## config.mk

```make
export PLATFORM = sky130hd
export DESIGN_NAME = umi_tx_buffer
export DESIGN_NICKNAME = d
export VERILOG_FILES = /design/src/rtl/umi_sim_pkg.sv /design/src/rtl/umi_fifo_ram.sv /design/src/rtl/umi_tx_buffer.sv
export SDC_FILE = /design/constraint.sdc
export NUM_CORES = 1
export LEC_CHECK = 0
export ABC_CLOCK_PERIOD_IN_PS = 7740
export CAP_MARGIN = 15
export CORE_MARGIN = 3
export CORE_UTILIZATION = 45
export DETAILED_ROUTE_END_ITERATION = 8
export PLACE_DENSITY_LB_ADDON = 0.3
export SETUP_SLACK_MARGIN = 0.02
export SLEW_MARGIN = 40
export SYNTH_ARGS = -nofsm -noshare
export SYNTH_HDL_FRONTEND = slang
export SYNTH_SLANG_ARGS = --single-unit
```

## constraint.sdc

```tcl
create_clock -name clk -period 7.74 [get_ports clk]
set_input_delay 1.548 -clock clk [delete_from_list [all_inputs] [get_ports clk]]
set_output_delay 1.548 -clock clk [all_outputs]
set_load 0.01 [all_outputs]
```

## src/rtl/umi_sim_pkg.sv

```systemverilog
// Shared types for the UMI simulation endpoint blocks.
package umi_sim_pkg;

    localparam int UMI_PACKET_W = 256;

    typedef logic [UMI_PACKET_W-1:0] umi_packet_t;

    typedef enum logic {
        IDLE = 1'b0,
        WAIT = 1'b1
    } umi_tx_state_t;

endpackage

```

## src/rtl/umi_fifo_ram.sv

```systemverilog
// DEPTH x DW packet storage: one synchronous write port and an asynchronous read port.
module umi_fifo_ram #(
    parameter int DW    = 256,
    parameter int DEPTH = 4
) (
    input  logic                     clk,
    input  logic                     we,
    input  logic [$clog2(DEPTH)-1:0] waddr,
    input  logic [DW-1:0]            wdata,
    input  logic [$clog2(DEPTH)-1:0] raddr,
    output logic [DW-1:0]            rdata
);

    logic [DW-1:0] mem_r [DEPTH];

    // Storage write; contents are unreset because the occupancy count gates every use.
    always_ff @(posedge clk) begin
        if (we) begin
            mem_r[waddr] <= wdata;
        end
    end

    assign rdata = mem_r[raddr];

endmodule

```

## src/rtl/umi_tx_buffer.sv

```systemverilog
// Elastic FIFO in front of the UMI TX endpoint: holds the head packet stable until the endpoint's ready pulse.
module umi_tx_buffer
    import umi_sim_pkg::*;
#(
    parameter int DW    = UMI_PACKET_W,
    parameter int DEPTH = 4,
    parameter int CNTW  = 32
) (
    input  logic                   clk,
    input  logic                   rst,
    input  logic                   in_valid,
    input  logic [DW-1:0]          in_packet,
    output logic                   in_ready,
    output logic                   out_valid,
    output logic [DW-1:0]          out_packet,
    input  logic                   out_ready,
    output logic [$clog2(DEPTH):0] count,
    output logic [CNTW-1:0]        sent_cnt,
    output logic [CNTW-1:0]        stall_cnt
);

    localparam int PW = $clog2(DEPTH);
    localparam int CW = PW + 1;

    umi_tx_state_t state_r;
    umi_tx_state_t state_next_s;
    logic [PW-1:0] wr_ptr_r;
    logic [PW-1:0] rd_ptr_r;
    logic [CW-1:0] count_r;
    logic [CW-1:0] count_next_s;
    logic          in_ready_r;
    logic [CNTW-1:0] sent_r;
    logic [CNTW-1:0] stall_r;
    logic          push_s;
    logic          pop_s;

    assign push_s       = in_valid && in_ready_r;
    assign pop_s        = (state_r == WAIT) && out_ready;
    assign count_next_s = count_r + CW'(push_s) - CW'(pop_s);

    umi_fifo_ram #(
        .DW    (DW),
        .DEPTH (DEPTH)
    ) u_ram (
        .clk   (clk),
        .we    (push_s),
        .waddr (wr_ptr_r),
        .wdata (in_packet),
        .raddr (rd_ptr_r),
        .rdata (out_packet)
    );

    // Next state looks at post-update occupancy so a fresh push is presented one cycle later.
    always_comb begin
        state_next_s = state_r;
        case (state_r)
            IDLE, WAIT: begin
                if (count_next_s != {CW{1'b0}}) begin
                    state_next_s = WAIT;
                end else begin
                    state_next_s = IDLE;
                end
            end
            default: state_next_s = IDLE;
        endcase
    end

    // State, pointers, occupancy and the registered accept flag.
    always_ff @(posedge clk) begin
        if (rst) begin
            state_r    <= IDLE;
            wr_ptr_r   <= {PW{1'b0}};
            rd_ptr_r   <= {PW{1'b0}};
            count_r    <= {CW{1'b0}};
            in_ready_r <= 1'b1;
        end else begin
            state_r    <= state_next_s;
            count_r    <= count_next_s;
            in_ready_r <= (count_next_s != CW'(DEPTH));
            if (push_s) begin
                wr_ptr_r <= wr_ptr_r + PW'(1'b1);
            end
            if (pop_s) begin
                rd_ptr_r <= rd_ptr_r + PW'(1'b1);
            end
        end
    end

    // Statistics: sent count wraps, stall count saturates.
    always_ff @(posedge clk) begin
        if (rst) begin
            sent_r  <= {CNTW{1'b0}};
            stall_r <= {CNTW{1'b0}};
        end else begin
            if (pop_s) begin
                sent_r <= sent_r + CNTW'(1'b1);
            end
            if ((state_r == WAIT) && !out_ready && (stall_r != {CNTW{1'b1}})) begin
                stall_r <= stall_r + CNTW'(1'b1);
            end
        end
    end

    assign in_ready  = in_ready_r;
    assign out_valid = (state_r == WAIT);
    assign count     = count_r;
    assign sent_cnt  = sent_r;
    assign stall_cnt = stall_r;

endmodule

```

### After elaboration in Yosys (flattened, before gate mapping)

Memories as Yosys holds them, arrays and structs flattened. A register that Yosys moved wholly into a read port is not among the register bits.
Index checks and enable logic that the tools add are counted.

* register bits after elaboration: 73
* memory bits (writable): 1024
* logic and storage cells: 27
* memories kept: 1

* add/sub/neg operators: 6
* eq/ne operators: 2
* muxes and demuxes: 5
* reductions and logical operators: 6

Memories
* u_ram.mem_r: depth 4, bits a word 256, rd ports 1, clocked after Yosys merged registers in 1, write ports 1, RTL line umi_fifo_ram.sv:14 `logic [DW-1:0] mem_r [DEPTH];`

Operators with widths (number)
* $add A32 B1 Y32 const B: 2
* $ne A32 B32 Y1 const B: 1
* $add A2 B1 Y2 const B: 2
* $logic_and A1 B1 Y1: 4
* $mux W2: 2
* $add A3 B1 Y3: 1
* $mux W1: 3
* $ne A3 B3 Y1 const B: 1
* $reduce_bool A3 Y1: 1
* $sub A3 B1 Y3: 1
* $logic_not A1 Y1: 1

### Depth between registers and ports, before layout

Gate-level depths: netlist of the first run.

* word-level depth: 5
* mapped depth: 11

### Hierarchy

From an unflattened synthesis of the first run, not the netlist that was laid out.

* cells, all modules: 1748
* area total of the unflattened synthesis: 40656.5 um^2

By module, submodules not included
* umi_fifo_ram: times used 1, cells each 1341, area an instance 37216.9 um^2
* umi_tx_buffer: times used 1, cells each 407, area an instance 3439.5 um^2

### Worst setup path after synthesis of the first run

OpenSTA, ideal clock, no wires.

* path type: input-to-reg
* start: in in_valid
* end: mem u_ram.mem_r[0][0], enable pin
* arrival: 7.429 ns
* data required time: 7.089 ns
* setup slack: -0.340 ns
* cell stages on the path: 1
* buffers on the path: 0
* path through: and3_1

* longest elaborated chain between the ends: 3

RTL lines
* start: declaration: RTL line umi_tx_buffer.sv:11 `input logic in_valid,`
* $logic_and A1 B1 Y1: RTL line umi_tx_buffer.sv:37 `assign push_s = in_valid && in_ready_r;`
* $mux W1: RTL line umi_fifo_ram.sv:18 `if (we) begin`
* $mux W1 (not written as such): RTL line umi_fifo_ram.sv:19 `mem_r[waddr] <= wdata;`
* end: declaration: RTL line umi_fifo_ram.sv:14

Every way passes these cells.

==> reports/summary.txt, run 1 <==
Clk_lat worst skew - 0.67 ns
Crit path time final - 4.85 ns
Post-cts sizing count - 0
Synth unique cells - 51
Combinational Power Share - 0.222
TritonCTS Buffers - 109
Core ar. - 88600 µm²
CTS Root Buffer Type - clkbuf_16
Worst slack at placement - 3.39 ns
Area Overhead vs Synth - 27.3%
Post-synth top area share - 0.762
CTS H-tree depth - 3
Minimum hold slack - 0.522 ns
Dpl hpwl - 55500 µm
DRT Pass-1 Iters - 5
Clock skew - 0.0203 ns
Switching Fraction - 0.249
Worst Path Arrival - 3.30 ns
Syn nets - 2013
Remaining DRCs - 0
Hold WC Path Type - reg -> reg
NetSw - 4070 µW
Hold Buf Count CTS - 0
Startpoint Class - register
Reg2Reg Depth - 6
Critical Path RT - 6.19 ns
Peak supply drop - 0.259 mV
RSZ-0062 raised after global routing - no
Setup WS post-layout - 2.89 ns
PwrDens - 318 nW/µm²
Starting Density - 0.455
Share of layout cells above drive strength 1 - 0.188
Worst hold start - sent_cnt[10]
Clk buf depth - 3
Pint - 12300 µW
Critical R2R Capture - stall_cnt[31]
Placed cell area - 47800 µm²
Total GRT Usage - 0.191
Remaining Overflow, GRT - 0
Final core utilization - 0.579
Commonest non-fill, non-tap cell in the layout - edfxtp_1
Initial antenna violation count - 23
WL per Instance - 24.4 µm
Final setup violation count - 0
Routed via count - 19900
Final WL - 89200 µm
Post-CTS Setup Inserts - 0
Reg-to-Reg Start - stall_cnt[4]
EDFF count, synth - 1024
Pin count of the biggest net entering global routing - 90
Die ar. - 93300 µm²
Final net count - 2658
Worst slew margin relative to its limit - 0.463
First-pass GRT wire length - 135000 µm
CP cell instances - buf_12, buf_16, mux4_2, clkdlybuf4s50_1
Synth area leader - edfxtp_1
Final instance area - 51300 µm²
Worst Setup End Kind - output port
Clock power share - 0.314
Post-DRT Antenna Nets - 0
Clk slew on worst S/H paths - 0.06 ns
Depth of the worst hold-timing path - 2
Die Height - 305 µm
CP max FO - 57
Routability congestion estimate - 0.855
R2r setup slk - 4.84 ns
Vias per Instance - 5.43
Worst hold path endpoint - sent_cnt[10]
Syn. warnings - 0
Final Hold Fails - 0
Most frequent cells in the layout - edfxtp_1, clkdlybuf4s50_1, mux4_2, clkbuf_16, dfxtp_1
Row cnt - 109
Ys async rst share - 0
Worst path slowest cell - dfxtp_4
Synth Cell Area - 40300 µm²
Slew Limit Fails - 0
CTS tree - done
F_max - 0.206 GHz
Crit path kind - reg -> out
Sequential share of power - 0.464
I/O pin count - 585
Synth Register Bits - 1099
Mapped Cells - 1744
Initial DRC count - 1531
FILL cells - 6449
Sequential area share after synthesis - 0.800
Top post-synthesis cells by area - edfxtp_1, mux4_2, dfxtp_1
Worst slew pin tran - 0.798 ns
Leakage - 0.0160 µW
Max Cap Violations - 0
Run status - complete, no violations
Die Wd - 305 µm
Slowest Stage Delay on Critical Path - 0.70 ns
Syn avg cell area - 23.1 µm²
CTS sink count - 1099
Ys flop type - edfxtp_1
Port bufs - 584
Vias in the first global route - 21000
Final worst path period share - 0.626
Setup TNS - 0 ns
==> power groups by stage <==
stage / registers [µW] / clock network [µW] / logic [µW]
3_3_place_gp: 7640 / 0 / 3660
5_1_grt: 7630 / 5530 / 3840
2_1_floorplan: 7840 / 0 / 1780
6_report: 7570 / 5130 / 3620
4_1_cts: 7580 / 5270 / 3710
3_5_place_dp: 7700 / 0 / 3680
==> how the worst max path moves through the flow <==
| stage | start | to | slack [ns] | cells after the start |
|---|---|---|---|---|
| 6_report | register | out_packet[240] | 2.89 | 4 |
| 5_1_grt | register | out_packet[228] | 2.62 | 4 |
| 4_1_cts | register | out_packet[240] | 2.79 | 3 |
| 3_5_place_dp | in_valid | u_ram.mem_r[2][134] | 3.39 | 4 |
| 3_3_place_gp | in_valid | u_ram.mem_r[3][168] | 3.33 | 3 |
| 2_1_floorplan | in_valid | u_ram.mem_r[0][0] | -0.34 | 1 |
==> cells in the mapped netlist (all sizes together), types with 4 or more instances <==
cell type / count
and2: 4
nand3: 26
nor4: 4
dfxtp: 75
edfxtp: 1024
xnor2: 10
and3: 8
or2: 4
nor2b: 5
o21ai: 11
nand2: 27
or4: 18
a21oi: 30
ha: 8
mux4: 256
nand4: 23
inv: 7
nor2: 51
or3: 10
o31ai: 16
xor2: 27
buf: 44
clkbuf: 31
==> routing by layer <==
| layer | track usage | vias to the layer above | part of all wire |
|---|---|---|---|
| met1 | 0.239 | 10400 | 0.38 |
| met5 | 0 | - | 0.00091 |
| met3 | 0.0566 | 172 | 0.076 |
| met4 | 0.0891 | 12 | 0.037 |
| li1 | - | 8680 | - |
| met2 | 0.311 | 667 | 0.51 |
==> cell type report <==
type,instances,area (µm²),share of cell area
flip-flops and latches,1099,32300,0.628
repair buffers,609,6270,0.122
inverters,7,26.3,0.000512
multi-input cells,563,7780,0.152
well taps,1165,1460,0.0284
diodes,17,42.5,0.000829
clock inverters,60,568,0.0111
clock buffers,141,2940,0.0573
==> through the flow <==
| stage | total power [µW] | std cells |
|---|---|---|
| after floorplan | 9620 | 1744 |
| after global placement | 11300 | 3438 |
| after detailed placement | 11400 | 3442 |
| after CTS | 16600 | 3643 |
| after global routing | 17000 | 3657 |
| final | 16300 | 3661 |
==> flip-flops by register name, indices dropped and copies added (netlist names), named ones only <==
signal       cells
rd_ptr_r         2
in_ready         1
u_ram.mem_r   1024
stall_cnt       32
sent_cnt        32
count            3
wr_ptr_r         2
out_valid        1
==> cell families (layout without fill, tap and decap cells) <==
family                   count (synthesis)  after routing  synth area share
flip-flops                            1099           1099             0.800
multiplexers                           258            258             0.144
AND/OR/NAND/NOR                        194            194            0.0270
buffers and inverters                   82            817           0.00841
AO/OA/AOI/OAI                           65             65            0.0103
XOR/XNOR                                37             37           0.00803
adder cells (fa/ha/maj)                  9              9           0.00298
other                                    0             17                 0
==> worst max-delay path: cells and delay by family (launching register included) <==
kind     cells  cell delay, ns
mux          1            0.62
flops        1            0.70
buf+inv      3            1.21
Power figures use the tool's default switching activity.
==> run 2: changes to the inputs <==
- ABC_CLOCK_PERIOD_IN_PS: 7740 -> 4200
- clock period: 7.74 -> 4.2 ns (I/O delays scaled with it)
==> reports/summary.txt, run 2 (same netlist as run 1, synthesis figures left out) <==
Hold WC Path Type - reg -> reg
Largest reg by FF count - u_ram.mem_r
Final WL - 90300 µm (+1.3%)
CP most frequent cell - buf_12
Total GRT Usage - 0.193 (+0.00203)
Crit path time final - 3.78 ns
Pint - 22600 µW (+84%)
Max Cap Violations - 0 (unchanged)
Vias in the first global route - 21300 (+1.7%)
Clk_lat worst skew - 0.66 ns (about the same)
CTS tree - done
Worst slew pin tran - 0.796 ns (-0.00261 ns)
Switching Fraction - 0.250 (+0.00125)
Placed cell area - 48300 µm² (+1.2%)
Worst slack at placement - 0.878 ns (-2.52 ns)
Worst path slowest cell - dfxtp_4
Post-DRT Antenna Nets - 0 (unchanged)
Reg-to-Reg Start - stall_cnt[4]
Remaining DRCs - 0 (unchanged)
Minimum hold slack - 0.506 ns (-0.0155 ns)
Clock skew - 0.0217 ns (+0.00139 ns)
TritonCTS Buffers - 108 (-0.92%)
Share of layout cells above drive strength 1 - 0.207 (+0.0198)
Max reg flops - 1024 (unchanged)
Slowest Stage Delay on Critical Path - 0.57 ns (-0.13 ns)
Worst Setup End Kind - output port
Clk slew on worst S/H paths - 0.06 ns (about the same)
Vias per Instance - 5.44 (+0.20%)
Dpl hpwl - 60600 µm (+9.1%)
Final instance area - 51800 µm² (+0.93%)
I/O pin count - 585 (unchanged)
Sequential share of power - 0.462 (-0.002)
Starting Density - 0.455 (unchanged)
NetSw - 7540 µW (+86%)
CTS H-tree depth - 3 (unchanged)
Routability congestion estimate - 0.871 (+1.8%)
Final Hold Fails - 0 (unchanged)
Post-cts sizing count - 0 (unchanged)
Leakage - 0.0163 µW (+1.9%)
Final setup violation count - 0 (unchanged)
CP cell instances - buf_12, buf_12, mux4_2, clkdlybuf4s50_1
Initial antenna violation count - 19 (-17%)
Peak supply drop - 0.421 mV (+62%)
Final worst path period share - 0.901
Setup WS post-layout - 0.416 ns (-2.48 ns)
Startpoint Class - register
Crit path kind - reg -> out
Pin count of the biggest net entering global routing - 83 (-7.8%)
Slew Limit Fails - 0 (unchanged)
Initial DRC count - 1478 (-3.5%)
WL per Instance - 24.4 µm (about the same)
Commonest non-fill, non-tap cell in the layout - edfxtp_1
Worst hold start - wr_ptr_r[1]
Routed via count - 20200 (+1.4%)
FILL cells - 6333 (-1.8%)
Die ar. - 93300 µm² (unchanged)
Hold Buf Count CTS - 0 (unchanged)
R2r setup slk - 1.29 ns (-3.55 ns)
Reg2Reg Depth - 6 (unchanged)
Core ar. - 88600 µm² (unchanged)
Combinational Power Share - 0.229 (+0.007)
Remaining Overflow, GRT - 0 (unchanged)
First-pass GRT wire length - 136000 µm (+1.2%)
Critical R2R Capture - stall_cnt[1]
Post-CTS Setup Inserts - 0 (unchanged)
Area Overhead vs Synth - 28.5%
Critical Path Sink - out_packet[218]
Die Height - 305 µm (unchanged)
CTS Root Buffer Type - clkbuf_16
Worst slew margin relative to its limit - 0.470 (+0.00617)
Clk buf depth - 3 (unchanged)
Run status - complete, no violations
F_max - 0.264 GHz
Clock power share - 0.308 (-0.006)
Worst Path Arrival - 2.94 ns (-0.36 ns)
Row cnt - 109 (unchanged)
PwrDens - 581 nW/µm² (+83%)
Final net count - 2713 (+2.1%)
Most frequent cells in the layout - edfxtp_1, clkdlybuf4s50_1, mux4_2, clkbuf_16, dfxtp_1
DRT Pass-1 Iters - 5 (unchanged)
CP max FO - 26 (-54%)
Port bufs - 584 (unchanged)
Die Wd - 305 µm (unchanged)
Critical Path RT - 3.36 ns (-2.83 ns)
CTS sink count - 1099 (unchanged)
RSZ-0062 raised after global routing - no
run 2: worst min-delay path by stage:
stage	end	slack [ns]	depth (start not counted)
floorplan	wr_ptr_r[1]	0.47	2
global placement	wr_ptr_r[1]	0.49	2
detailed placement	wr_ptr_r[1]	0.49	2
CTS	wr_ptr_r[1]	0.51	2
global route	stall_cnt[6]	0.55	2
finish	wr_ptr_r[1]	0.51	2
run 2: critical path: cells and delay by family, from the launching register on:
family	cells	cell delay, ns
multiplexers	1	0.54
buffers and inverters	3	1.08
flip-flops	1	0.57
run 2: cell type report:
| class | count | area (µm²) | area share |
|---|---|---|---|
| Clock inverter | 69 | 626 | 0.0121 |
| Tap cell | 1165 | 1460 | 0.0281 |
| Timing Repair Buffer | 665 | 6810 | 0.131 |
| Clock buffer | 124 | 2820 | 0.0545 |
| Inverter | 7 | 26.3 | 0.000507 |
| Sequential cell | 1099 | 32300 | 0.622 |
| Antenna cell | 14 | 35.0 | 0.000676 |
| Multi-Input combinational cell | 563 | 7780 | 0.150 |
run 2: power groups by stage:
stage,Clock [µW],Sequential (µW),Combinational [µW]
floorplan,0,14200,3280
global placement,0,14100,7020
detailed placement,0,14200,7040
CTS,9530,13900,7080
global route,9980,14000,7330
finish,9290,13900,6910
run 2: stage by stage:
stage / setup TNS [ns] / power (µW) / std cells / util
after floorplan: -203.80 / 17500 / 1744 / -
after global placement: 0 / 21100 / 3498 / 0.545
after detailed placement: 0 / 21200 / 3498 / 0.545
after CTS: 0 / 30600 / 3691 / 0.584
after global routing: 0 / 31400 / 3702 / 0.584
final: 0 / 30100 / 3706 / 0.585
run 2: per-layer routing:
| metal | global-route usage | share of wire | wire length, µm |
|---|---|---|---|
| met5 | 0 | 0.00055 | 50 |
| met4 | 0.0659 | 0.032 | 2860 |
| met3 | 0.0603 | 0.081 | 7320 |
| met2 | 0.328 | 0.51 | 46300 |
| met1 | 0.237 | 0.37 | 33800 |
